==> config.mk <==
export PLATFORM = sky130hd
export DESIGN_NAME = mux_arb
export DESIGN_NICKNAME = d
export VERILOG_FILES = /design/src/rtl/mux_arb.sv
export SDC_FILE = /design/constraint.sdc
export NUM_CORES = 1
export LEC_CHECK = 0
export CELL_PAD_IN_SITES_DETAIL_PLACEMENT = 1
export CELL_PAD_IN_SITES_GLOBAL_PLACEMENT = 1
export CORE_ASPECT_RATIO = 0.5
export CORE_UTILIZATION = 30
export CTS_CLUSTER_DIAMETER = 30
export DETAILED_ROUTE_END_ITERATION = 8
export GPL_TIMING_DRIVEN = 0
export HOLD_SLACK_MARGIN = 0.02
export PLACE_DENSITY_LB_ADDON = 0.2
export SLEW_MARGIN = 30
export SYNTH_ARGS = -nofsm -noshare
export SYNTH_HDL_FRONTEND = slang
export SYNTH_SLANG_ARGS = --single-unit
export TNS_END_PERCENT = 50
==> constraint.sdc <==
create_clock -name clk -period 3.8 [get_ports clk]
set_input_delay 0.57 -clock clk [delete_from_list [all_inputs] [get_ports clk]]
set_output_delay 0.57 -clock clk [all_outputs]
set_load 0.005 [all_outputs]
==> src/rtl/mux_arb.sv <==
// N-channel valid/ready arbiter (round-robin or fixed priority) that feeds
// a one-entry registered output stage.
module mux_arb #(
   parameter int BIT_WIDTH = 32,
   parameter int DEPTH     = 4,
   parameter int SEL_WIDTH = (DEPTH > 1) ? $clog2(DEPTH) : 1,
   parameter int MODE      = 0
) (
   input  logic                       clk,
   input  logic                       rst,
   input  logic [BIT_WIDTH*DEPTH-1:0] dataIn,
   input  logic [DEPTH-1:0]           inValid,
   output logic [DEPTH-1:0]           inReady,
   output logic [BIT_WIDTH-1:0]       dataOut,
   output logic [SEL_WIDTH-1:0]       outSel,
   output logic                       outValid,
   input  logic                       outReady
);

   localparam logic [SEL_WIDTH-1:0] LAST_RST = SEL_WIDTH'(DEPTH - 1);

   logic [DEPTH-1:0][BIT_WIDTH-1:0] chan_w;
   logic [SEL_WIDTH-1:0]            last_q, last_d, ptr;
   logic [BIT_WIDTH-1:0]            data_q, data_d, gnt_word;
   logic [SEL_WIDTH-1:0]            sel_q, sel_d, gnt_idx, hi_idx, lo_idx;
   logic                            vld_q, vld_d;
   logic                            hit_hi, hit_lo, any_req, load;
   logic [DEPTH-1:0]                grant;

   for (genvar g = 0; g < DEPTH; g++) begin : g_chan
      assign chan_w[g] = dataIn[BIT_WIDTH*g +: BIT_WIDTH];
   end

   // Fixed priority is round-robin with the pointer pinned at DEPTH-1,
   // so the search always starts at channel 0.
   assign ptr = (MODE == 1) ? LAST_RST : last_q;

   // Lowest valid index above the pointer wins; otherwise wrap to the
   // lowest valid index at or below it.
   always_comb begin
      hit_hi = 1'b0;
      hit_lo = 1'b0;
      hi_idx = '0;
      lo_idx = '0;
      for (int i = DEPTH - 1; i >= 0; i--) begin
         if (inValid[i]) begin
            if (SEL_WIDTH'(i) > ptr) begin
               hit_hi = 1'b1;
               hi_idx = SEL_WIDTH'(i);
            end else begin
               hit_lo = 1'b1;
               lo_idx = SEL_WIDTH'(i);
            end
         end
      end
      any_req = hit_hi | hit_lo;
      gnt_idx = hit_hi ? hi_idx : lo_idx;
   end

   always_comb begin
      grant    = '0;
      gnt_word = '0;
      for (int i = 0; i < DEPTH; i++) begin
         grant[i] = any_req && (SEL_WIDTH'(i) == gnt_idx);
         gnt_word = gnt_word | (chan_w[i] & {BIT_WIDTH{grant[i]}});
      end
   end

   assign load    = !vld_q || outReady;
   assign inReady = rst ? '0 : (grant & {DEPTH{load}});

   always_comb begin
      data_d = data_q;
      sel_d  = sel_q;
      vld_d  = vld_q;
      last_d = last_q;
      if (load) begin
         if (any_req) begin
            data_d = gnt_word;
            sel_d  = gnt_idx;
            vld_d  = 1'b1;
            if (MODE == 0) last_d = gnt_idx;
         end else begin
            vld_d  = 1'b0;
         end
      end
   end

   always_ff @(posedge clk) begin
      if (rst) begin
         data_q <= '0;
         sel_q  <= '0;
         vld_q  <= 1'b0;
         last_q <= LAST_RST;
      end else begin
         data_q <= data_d;
         sel_q  <= sel_d;
         vld_q  <= vld_d;
         last_q <= last_d;
      end
   end

   assign dataOut  = data_q;
   assign outSel   = sel_q;
   assign outValid = vld_q;

endmodule

==> metrics.yaml, run 1 <==
cts.path.max_buffers: 2
path_class: "in -> out"
power.switching_mw: 0.513
post_cts_resized: 0
tightest_slew_ns: 0.786
hold_ws_ns: 0.456
antenna_found_initial: 0
worstHoldEndpoint: "outSel[1]"
seqPwrFrac_pct: 29.4
p_clk_share_pct: 27.6
cts_buffers: 5
skew_ns: 0.00394
maxClockFrequency_mhz: 300
drtIter0Drc: 131
ys_warn_count: 0
io_buffers: 172
postCtsSetupBuffers: 0
via_count: 3774
r2r_start: "last_q[1]"
firstDrtPassIters: 4
grt_pass1_wl_um: 20500
cts.sink_count: 37
vias_per_cell: 5.32
report.final.slew_viol_count: 0
post-route-period-util_pct: 87.8
r2r_cells: 6
core_area_um2: 10400
nFillCells: 1262
synth_top_area_share_pct: 22.6
synth_commonest_cells: "a211oi_2 (54), a211oi_1 (42), nand2_1 (38), nor2_1 (38), dfxtp_1 (37)"
fin_crit_ns: 3.34
tns_ns: 0
antenna_cells: 0
rsz0062_at_grt: "false"
synthesis.nets: 526
leakagePower_nw: 1.93
fin_nets: 705
fin_util_pct: 51.0
clk_latency_ns: 0.29
ant_nets: 0
track_usage_pct: 23.7
dieArea_um2: 11400
cp_data_arrival_time_ns: 2.77
rr_endpoint: "dataOut[10]"
synth-edff-count: 0
ir_drop_v: 0.000147
ff2ff_setup_slack_ns: 1.98
finalSetupViolCount: 0
ys_seq_elements: 37
synth_top_area_cell: "dfxtp_1"
synthTopCellsByArea: "dfxtp_1 (23%), a211oi_2 (21%), a211oi_1 (9.6%)"
pwr-share-comb_pct: 42.9
crit_fanout: 10
ys_seq_area_share_pct: 22.6
grt_max_degree: 11
tritoncts: "yes"
cp-end-kind: "primary output"
synthArstFlopShare_pct: 0
fp.dieH_um: 75.8
h-tree-depth: 2
gr-total-overflow: 0
clk_pin_slew_ns: 0.06
start_util_pct: 31.4
wl_per_cell_um: 19.0
required_ns: 3.23
hold_buffers: 0
synth_flop_cell: "dfxtp_1"
pwr_density_cell_nw_per_um2: 294
p_sw_share_pct: 32.9
syn_area_um2: 3270
syn_to_final_growth_pct: 62.3
critPathLaunchType: "input port"
final_layout_size_suffix_gt1_share_pct: 17.0
synthCells: 391
hold_path_depth: 2
place_hpwl_um: 10200
root_buffer: "clkbuf_16"
drt_wl_total_um: 13500
hp-start: "outSel[1]"
status: "complete, no violations"
yosysUniqueCellTypes: 37
ioPinCount: 174
maxCapViolCount: 0
hold_path.class: "reg -> reg"
avgSynthCellArea_um2: 8.37
final_hold_viol_count: 0
remaining_drc_errors: 0
gp_congestion: 0.768
yosysMostFrequentCell: "a211oi_2"
relSlewSlack_pct: 47.6
die_x_um: 150
rows: 26
internal-power_mw: 1.05
grt_pass1_vias: 3864
metrics by stage:
step	instance area, um^2	total power, mW	worst slack (ns)	cells
floorplan	3270	0.808	1.68	391
CTS	5310	1.58	0.478	710
global placement	5170	1.12	0.525	703
global route	5310	1.64	0.267	710
detailed placement	5170	1.14	0.487	703
finish	5310	1.56	0.463	710
placed cells by master (no fill, tap or decap), types with 2 or more instances in the layout:
master and instances:
a211oi_2 54, and3_1 32, buf_2 9, o21ai_0 3, and2_1 33, clkbuf_4 2, a21oi_1 3, clkbuf_1 22
clkdlybuf4s50_1 172, nor2b_1 6, a32oi_1 32, nor2_1 38, a211oi_1 42, buf_6 6, nand2b_1 3, clkbuf_16 5
inv_1 2, buf_4 11, dfxtp_1 37, nand2_1 38
state kept, by name, summed over array words and instances (netlist names):
name / flops
dataOut: 32
last_q: 2
outSel: 2
outValid: 1
routing by layer:
layer	global-route usage, %	wire length [um]	part of all wire, %	vias to the layer above
li1	-	-	-	1847
met3	5.57	768	5.7	12
met5	0	0	0	-
met4	4.71	127	0.94	0
met2	41.9	6350	47	99
met1	29.8	6210	46	1816
layout make-up:
class / count / area, um^2 / share of cell area, %
clock buffers: 7 / 143 / 2.69
repair buffers: 172 / 1720 / 32.4
well taps: 140 / 175 / 3.30
flip-flops and latches: 37 / 741 / 13.9
plain buffers: 49 / 289 / 5.44
multi-input cells: 302 / 2230 / 42.0
inverters: 3 / 11.3 / 0.212
critical path, cell delays in order:
cell	delay, ns
clkdlybuf4s50_1	0.48
buf_2	0.23
o21a_1	0.27
buf_2	0.23
a2111oi_0	0.38
clkdlybuf4s50_1	0.60
cells by family after synthesis:
kind of cell	share of synthesized area, %
flip-flops	22.6
buffers and inverters	9.18
AO/OA/AOI/OAI	44.4
AND/OR/NAND/NOR	23.7
power by group through the flow:
stage          registers, mW  clock network [mW]  logic (mW)
3_3_place_gp           0.466                   0       0.658
2_1_floorplan          0.467                   0       0.342
4_1_cts                0.460               0.444       0.674
6_report               0.459               0.432       0.670
3_5_place_dp           0.467                   0       0.671
5_1_grt                0.465               0.458       0.721
worst max-delay path by stage:
stage / to / startpoint / slack [ns] / cells past startpoint
detailed placement: inReady[2] / inValid[0] / 0.49 / 6
floorplan: inReady[2] / inValid[0] / 1.68 / 4
finish: inReady[2] / inValid[0] / 0.46 / 6
global placement: inReady[2] / inValid[0] / 0.52 / 6
CTS: inReady[2] / inValid[0] / 0.48 / 6
global route: inReady[2] / inValid[2] / 0.27 / 6
(Power assumes the default switching activity.)
==> run 2: changes to the inputs <==
- CORE_MARGIN: not set -> 2
==> run 2 against run 1 <==
Worst hold slack better by 0.00064 ns. Sequential cell count unchanged. Clock power increased by 18%. Cell area is 0.57% higher. First-iteration DRC count grew 34%. Critical path depth did not move. Sequential share of layout area fell by 0.078 points. Non-clock buffer count is the same. Combinational power about the same. Clock skew is 0.0074 ns higher. Worst setup slack improved by 0.034 ns. Largest cell class unchanged. Highest routed layer unchanged.
==> metrics.yaml, run 2 (synthesis results as in run 1) <==
status: "complete, no violations"
internal-power_mw: 1.12  # +6.7%
cts_buffers: 5  # unchanged
root_buffer: "clkbuf_16"
h-tree-depth: 2  # unchanged
ioPinCount: 174  # unchanged
leakagePower_nw: 1.94  # +0.73%
seqPwrFrac_pct: 28.1  # -1.3 points
rsz0062_at_grt: "false"
track_usage_pct: 22.6  # -1.0 points
stdcell_area_um2: 5340  # +0.57%
cts.sink_count: 37  # unchanged
maxCapViolCount: 0  # unchanged
path_class: "in -> out"
ir_drop_v: 0.000137  # -6.3%
tightest_slew_ns: 0.795  # +0.00927 ns
critPathLaunchType: "input port"
dieArea_um2: 11800  # +4.0%
fin_nets: 705  # unchanged
r2r_start: "last_q[1]"
tns_ns: 0  # unchanged
ant_nets: 0  # unchanged
relSlewSlack_pct: 47.0  # -0.62 points
slowest_delay_ns: 0.61  # about the same
drt_wl_total_um: 13500  # about the same
pwr-share-comb_pct: 40.9  # -2.0 points
cp-end-kind: "primary output"
postCtsSetupBuffers: 0  # unchanged
post-route-period-util_pct: 86.9  # -0.91 points
final_common_cell: "clkdlybuf4s50_1"
drtIter0Drc: 175  # +34%
p_sw_share_pct: 31.6  # -1.3 points
firstDrtPassIters: 4  # unchanged
antenna_found_initial: 0  # unchanged
start_util_pct: 31.4  # unchanged
crit_fanout: 10  # unchanged
pwr_density_cell_nw_per_um2: 306  # +4.2%
grt_pass1_wl_um: 20700  # +1.4%
power.switching_mw: 0.517  # +0.74%
final_layout_size_suffix_gt1_share_pct: 17.2  # +0.15 points
hold_buffers: 0  # unchanged
path_cells: "clkdlybuf4s50_1 > buf_2 > o21a_1 > buf_2 > a2111oi_0 > clkdlybuf4s50_1"
fp.dieH_um: 77.8  # +2.6%
fin_crit_ns: 3.30  # -0.0345 ns
clk_pin_slew_ns: 0.05  # about the same
cts.path.max_buffers: 2  # unchanged
placed_cell_area_um2: 5170  # unchanged
gr-total-overflow: 0  # unchanged
final_cell_mix: "clkdlybuf4s50_1 (172), a211oi_2 (54), a211oi_1 (42)"
clk_latency_ns: 0.29  # about the same
post_cts_resized: 0  # unchanged
cpMaxStageDelayCell: "clkdlybuf4s50_1"
gp_congestion: 0.795  # +3.6%
rows: 26  # unchanged
hold_path_depth: 2  # unchanged
worstHoldEndpoint: "outSel[1]"
tritoncts: "yes"
grt_max_degree: 12  # +1
cp_data_arrival_time_ns: 2.73  # -0.04 ns
rr_endpoint: "dataOut[25]"
maxClockFrequency_mhz: 303  # +1.0%
place_hpwl_um: 10200  # about the same
required_ns: 3.23  # about the same
final_hold_viol_count: 0  # unchanged
wl_per_cell_um: 18.9  # about the same
hp-start: "outSel[1]"
hold_path.class: "reg -> reg"
grt_pass1_vias: 3940  # +2.0%
skew_ns: 0.0113  # +0.00738 ns
io_buffers: 172  # unchanged
report.final.slew_viol_count: 0  # unchanged
p_clk_share_pct: 31.1  # +3.5 points
core_area_um2: 10400  # unchanged
die_x_um: 152  # +1.3%
r2r_cells: 6  # unchanged
ff2ff_setup_slack_ns: 2.04  # +0.06 ns
via_count: 3793  # +0.50%
antenna_cells: 0  # unchanged
finalSetupViolCount: 0  # unchanged
vias_per_cell: 5.33  # +0.36%
syn_to_final_growth_pct: 63.3
largest_register_ffs: 32  # unchanged
remaining_drc_errors: 0  # unchanged
## run 2: worst max path at each step
stage / from / endpoint / cells past startpoint
after floorplan: inValid[0] / inReady[2] / 4
after global placement: inValid[0] / inReady[2] / 6
after detailed placement: inValid[0] / inReady[2] / 6
after CTS: inValid[0] / inReady[2] / 6
after global routing: inValid[0] / inReady[2] / 6
final: inValid[0] / inReady[2] / 6
## run 2: worst max-delay path, delay by kind of cell
kind	cells	cell delay (ns)
AOI/OAI and AO/OA	2	0.64
buffers and inverters	4	1.52
## run 2: power groups by stage
stage | registers [mW] | clock network, mW | logic, mW
after floorplan | 0.467 | 0 | 0.342
after detailed placement | 0.466 | 0 | 0.669
after global routing | 0.464 | 0.533 | 0.722
after global placement | 0.466 | 0 | 0.659
final | 0.459 | 0.508 | 0.668
after CTS | 0.459 | 0.517 | 0.672
## run 2: metal layers
layer / track usage [%] / routed length (um)
met5: 0 / 0
met4: 4.63 / 191
met3: 5.47 / 902
met2: 37.9 / 6280
met1: 29.5 / 6100
## run 2: through the flow
step / setup slack, ns / total power, mW / std cells / utilization (%) / hold slack, ns
finish: 0.497 / 1.64 / 711 / 51.3 / 0.457
global route: 0.368 / 1.72 / 711 / 51.3 / 0.486
CTS: 0.489 / 1.65 / 711 / 51.3 / 0.460
detailed placement: 0.492 / 1.14 / 703 / 49.7 / 0.453
global placement: 0.545 / 1.13 / 703 / 49.7 / 0.446
floorplan: 1.68 / 0.808 / 391 / - / 0.453
## run 2: layout make-up
cell class	instances	area [um^2]
Multi-Input combinational cell	302	2230
Timing Repair Buffer	172	1720
Buffer	49	289
Fill cell	1265	5070
Inverter	3	11.3
Tap cell	140	175
Sequential cell	37	741
Clock buffer	7	143
Clock inverter	1	30.0
==> run 3: changes to the inputs <==
- CORE_ASPECT_RATIO: 0.5 -> not set
- SLEW_MARGIN: 30 -> 20
==> run 3 against run 2 <==
Utilization fell by 2.0 points. Sequential share of layout area increased by 0.10 points. Clock-buffer cell count is 2 lower. Die area fell by 0.43%. Sequential cell count stayed put. Non-clock buffer count did not move. Sequential power is essentially flat. Critical path type unchanged. First-iteration DRC count shrank 21%. Routed wire length shrank 2.1%. Cell count stayed put. Total power fell by 4.9%.
==> metrics.yaml, run 3 (synthesis results as in run 1) <==
place_hpwl_um: 10300  # +0.80%
h-tree-depth: 2  # unchanged
busiest_layer: "met2"
postCtsSetupBuffers: 0  # unchanged
ioPinCount: 174  # unchanged
report.final.slew_viol_count: 0  # unchanged
cpMaxStageDelayCell: "clkdlybuf4s50_1"
required_ns: 3.23  # about the same
antenna_found_initial: 0  # unchanged
p_total_mw: 1.56  # -4.9%
cts.path.max_buffers: 2  # unchanged
finalSetupViolCount: 0  # unchanged
final_layout_size_suffix_gt1_share_pct: 17.3  # +0.18 points
maxCapViolCount: 0  # unchanged
rsz0062_at_grt: "false"
io_buffers: 172  # unchanged
skew_ns: 0.00652  # -0.00480 ns
core_area_um2: 10700  # +3.2%
multi_input_area_um2: 2230  # unchanged
via_count: 3732  # -1.6%
grt_pass1_vias: 3956  # +0.41%
fin_util_pct: 49.3  # -2.0 points
maxClockFrequency_mhz: 301  # -0.55%
final_common_cell: "clkdlybuf4s50_1"
grt_max_degree: 13  # +1
gp_congestion: 0.860  # +8.2%
cts.sink_count: 37  # unchanged
clk_pin_slew_ns: 0.09  # +0.04 ns
grt_pass1_wl_um: 20400  # -1.4%
largest_register_ffs: 32  # unchanged
drtIter0Drc: 138  # -21%
antenna_cells: 0  # unchanged
crit_fanout: 10  # unchanged
startpoint: "inValid[0]"
ant_nets: 0  # unchanged
tritoncts: "yes"
regArea_um2: 741  # unchanged
cp-end-kind: "primary output"
hp-start: "outSel[1]"
rows: 38  # +46%
slowest_delay_ns: 0.58  # -0.03 ns
root_buffer: "clkbuf_8"
dp_cells: 703  # unchanged
wl_per_cell_um: 18.5  # -2.1%
status: "complete, no violations"
post_cts_resized: 0  # unchanged
nFillCells: 1286  # +1.7%
path_cells: "clkdlybuf4s50_1 > buf_2 > o21a_1 > buf_2 > a2111oi_0 > clkdlybuf4s50_1"
syn_to_final_growth_pct: 62.1
relSlewSlack_pct: 44.3  # -2.7 points
path_delay_family: "buffers and inverters"
post-place-ws_ns: 0.449  # -0.0430 ns
tns_ns: 0  # unchanged
cp_data_arrival_time_ns: 2.75  # +0.02 ns
use_met2_pct: 39.6  # +1.6 points
pwr_density_cell_nw_per_um2: 293  # -4.2%
remaining_drc_errors: 0  # unchanged
leakagePower_nw: 1.93  # -0.82%
ir_drop_v: 0.000136  # -0.83%
path_class: "in -> out"
firstDrtPassIters: 4  # unchanged
die_x_um: 108  # -29%
tightest_slew_ns: 0.835  # +0.0400 ns
fp.dieH_um: 108  # +39%
drt_wl_total_um: 13200  # -2.1%
final_cell_mix: "clkdlybuf4s50_1 (172), a211oi_2 (54), a211oi_1 (42)"
gr-total-overflow: 0  # unchanged
hold_buffers: 0  # unchanged
post-route-period-util_pct: 87.4  # +0.48 points
setup_ws_ns: 0.479  # -0.0182 ns
critPathLaunchType: "input port"
met3_usage_pct: 4.52  # -0.95 points
start_util_pct: 30.4  # -0.98 points
fin_nets: 705  # unchanged
fin_crit_ns: 3.32  # +0.0182 ns
vias_per_cell: 5.25  # -1.6%
final_cells: 711  # unchanged
hold_path.class: "reg -> reg"
path_buf_inv: 4  # unchanged
r2r_start: "last_q[1]"
final_hold_viol_count: 0  # unchanged
dieArea_um2: 11800  # -0.43%
cts_buffers: 5  # unchanged
track_usage_pct: 22.5  # -0.12 points
clk_latency_ns: 0.30  # about the same
gr-usage-met1_pct: 28.1  # -1.5 points
## run 3: per-layer routing
metal	routed length, um	vias up
li1	-	1841
met1	5660	1767
met2	6570	110
met3	763	14
met4	192	0
met5	0	-
## run 3: where the power goes
group / internal [mW] / switching (mW) / total, mW
Combinational: 0.357 / 0.311 / 0.669
Clock: 0.261 / 0.169 / 0.430
Sequential: 0.432 / 0.0243 / 0.456
Total: 1.05 / 0.504 / 1.56
## run 3: through the flow
stage	hold slack [ns]	cell area, um^2
2_1_floorplan	0.453	3270
3_3_place_gp	0.446	5170
3_5_place_dp	0.458	5170
4_1_cts	0.469	5300
5_1_grt	0.495	5300
6_report	0.461	5300
## run 3: final timing paths
check	depth (start not counted)	slack (ns)	to
worst min-delay path	2	0.46	outSel[1]
worst max-delay path	6	0.48	inReady[2]
worst max register to register	6	2.05	dataOut[25]
worst min register to register	2	0.46	outSel[1]
## run 3: worst register-to-register path, delay by kind of cell (launching register included)
family,cells,cell delay [ns]
compound gates,4,0.78
buf+inv,2,0.46
flops,1,0.38
## run 3: layout make-up
cell class              count  area share [%]
plain buffers              49            5.45
clock buffers               5            1.30
clock inverters             3            1.23
inverters                   3           0.212
multi-input cells         302            42.1
flip-flops and latches     37            14.0
well taps                 140            3.30
repair buffers            172            32.5
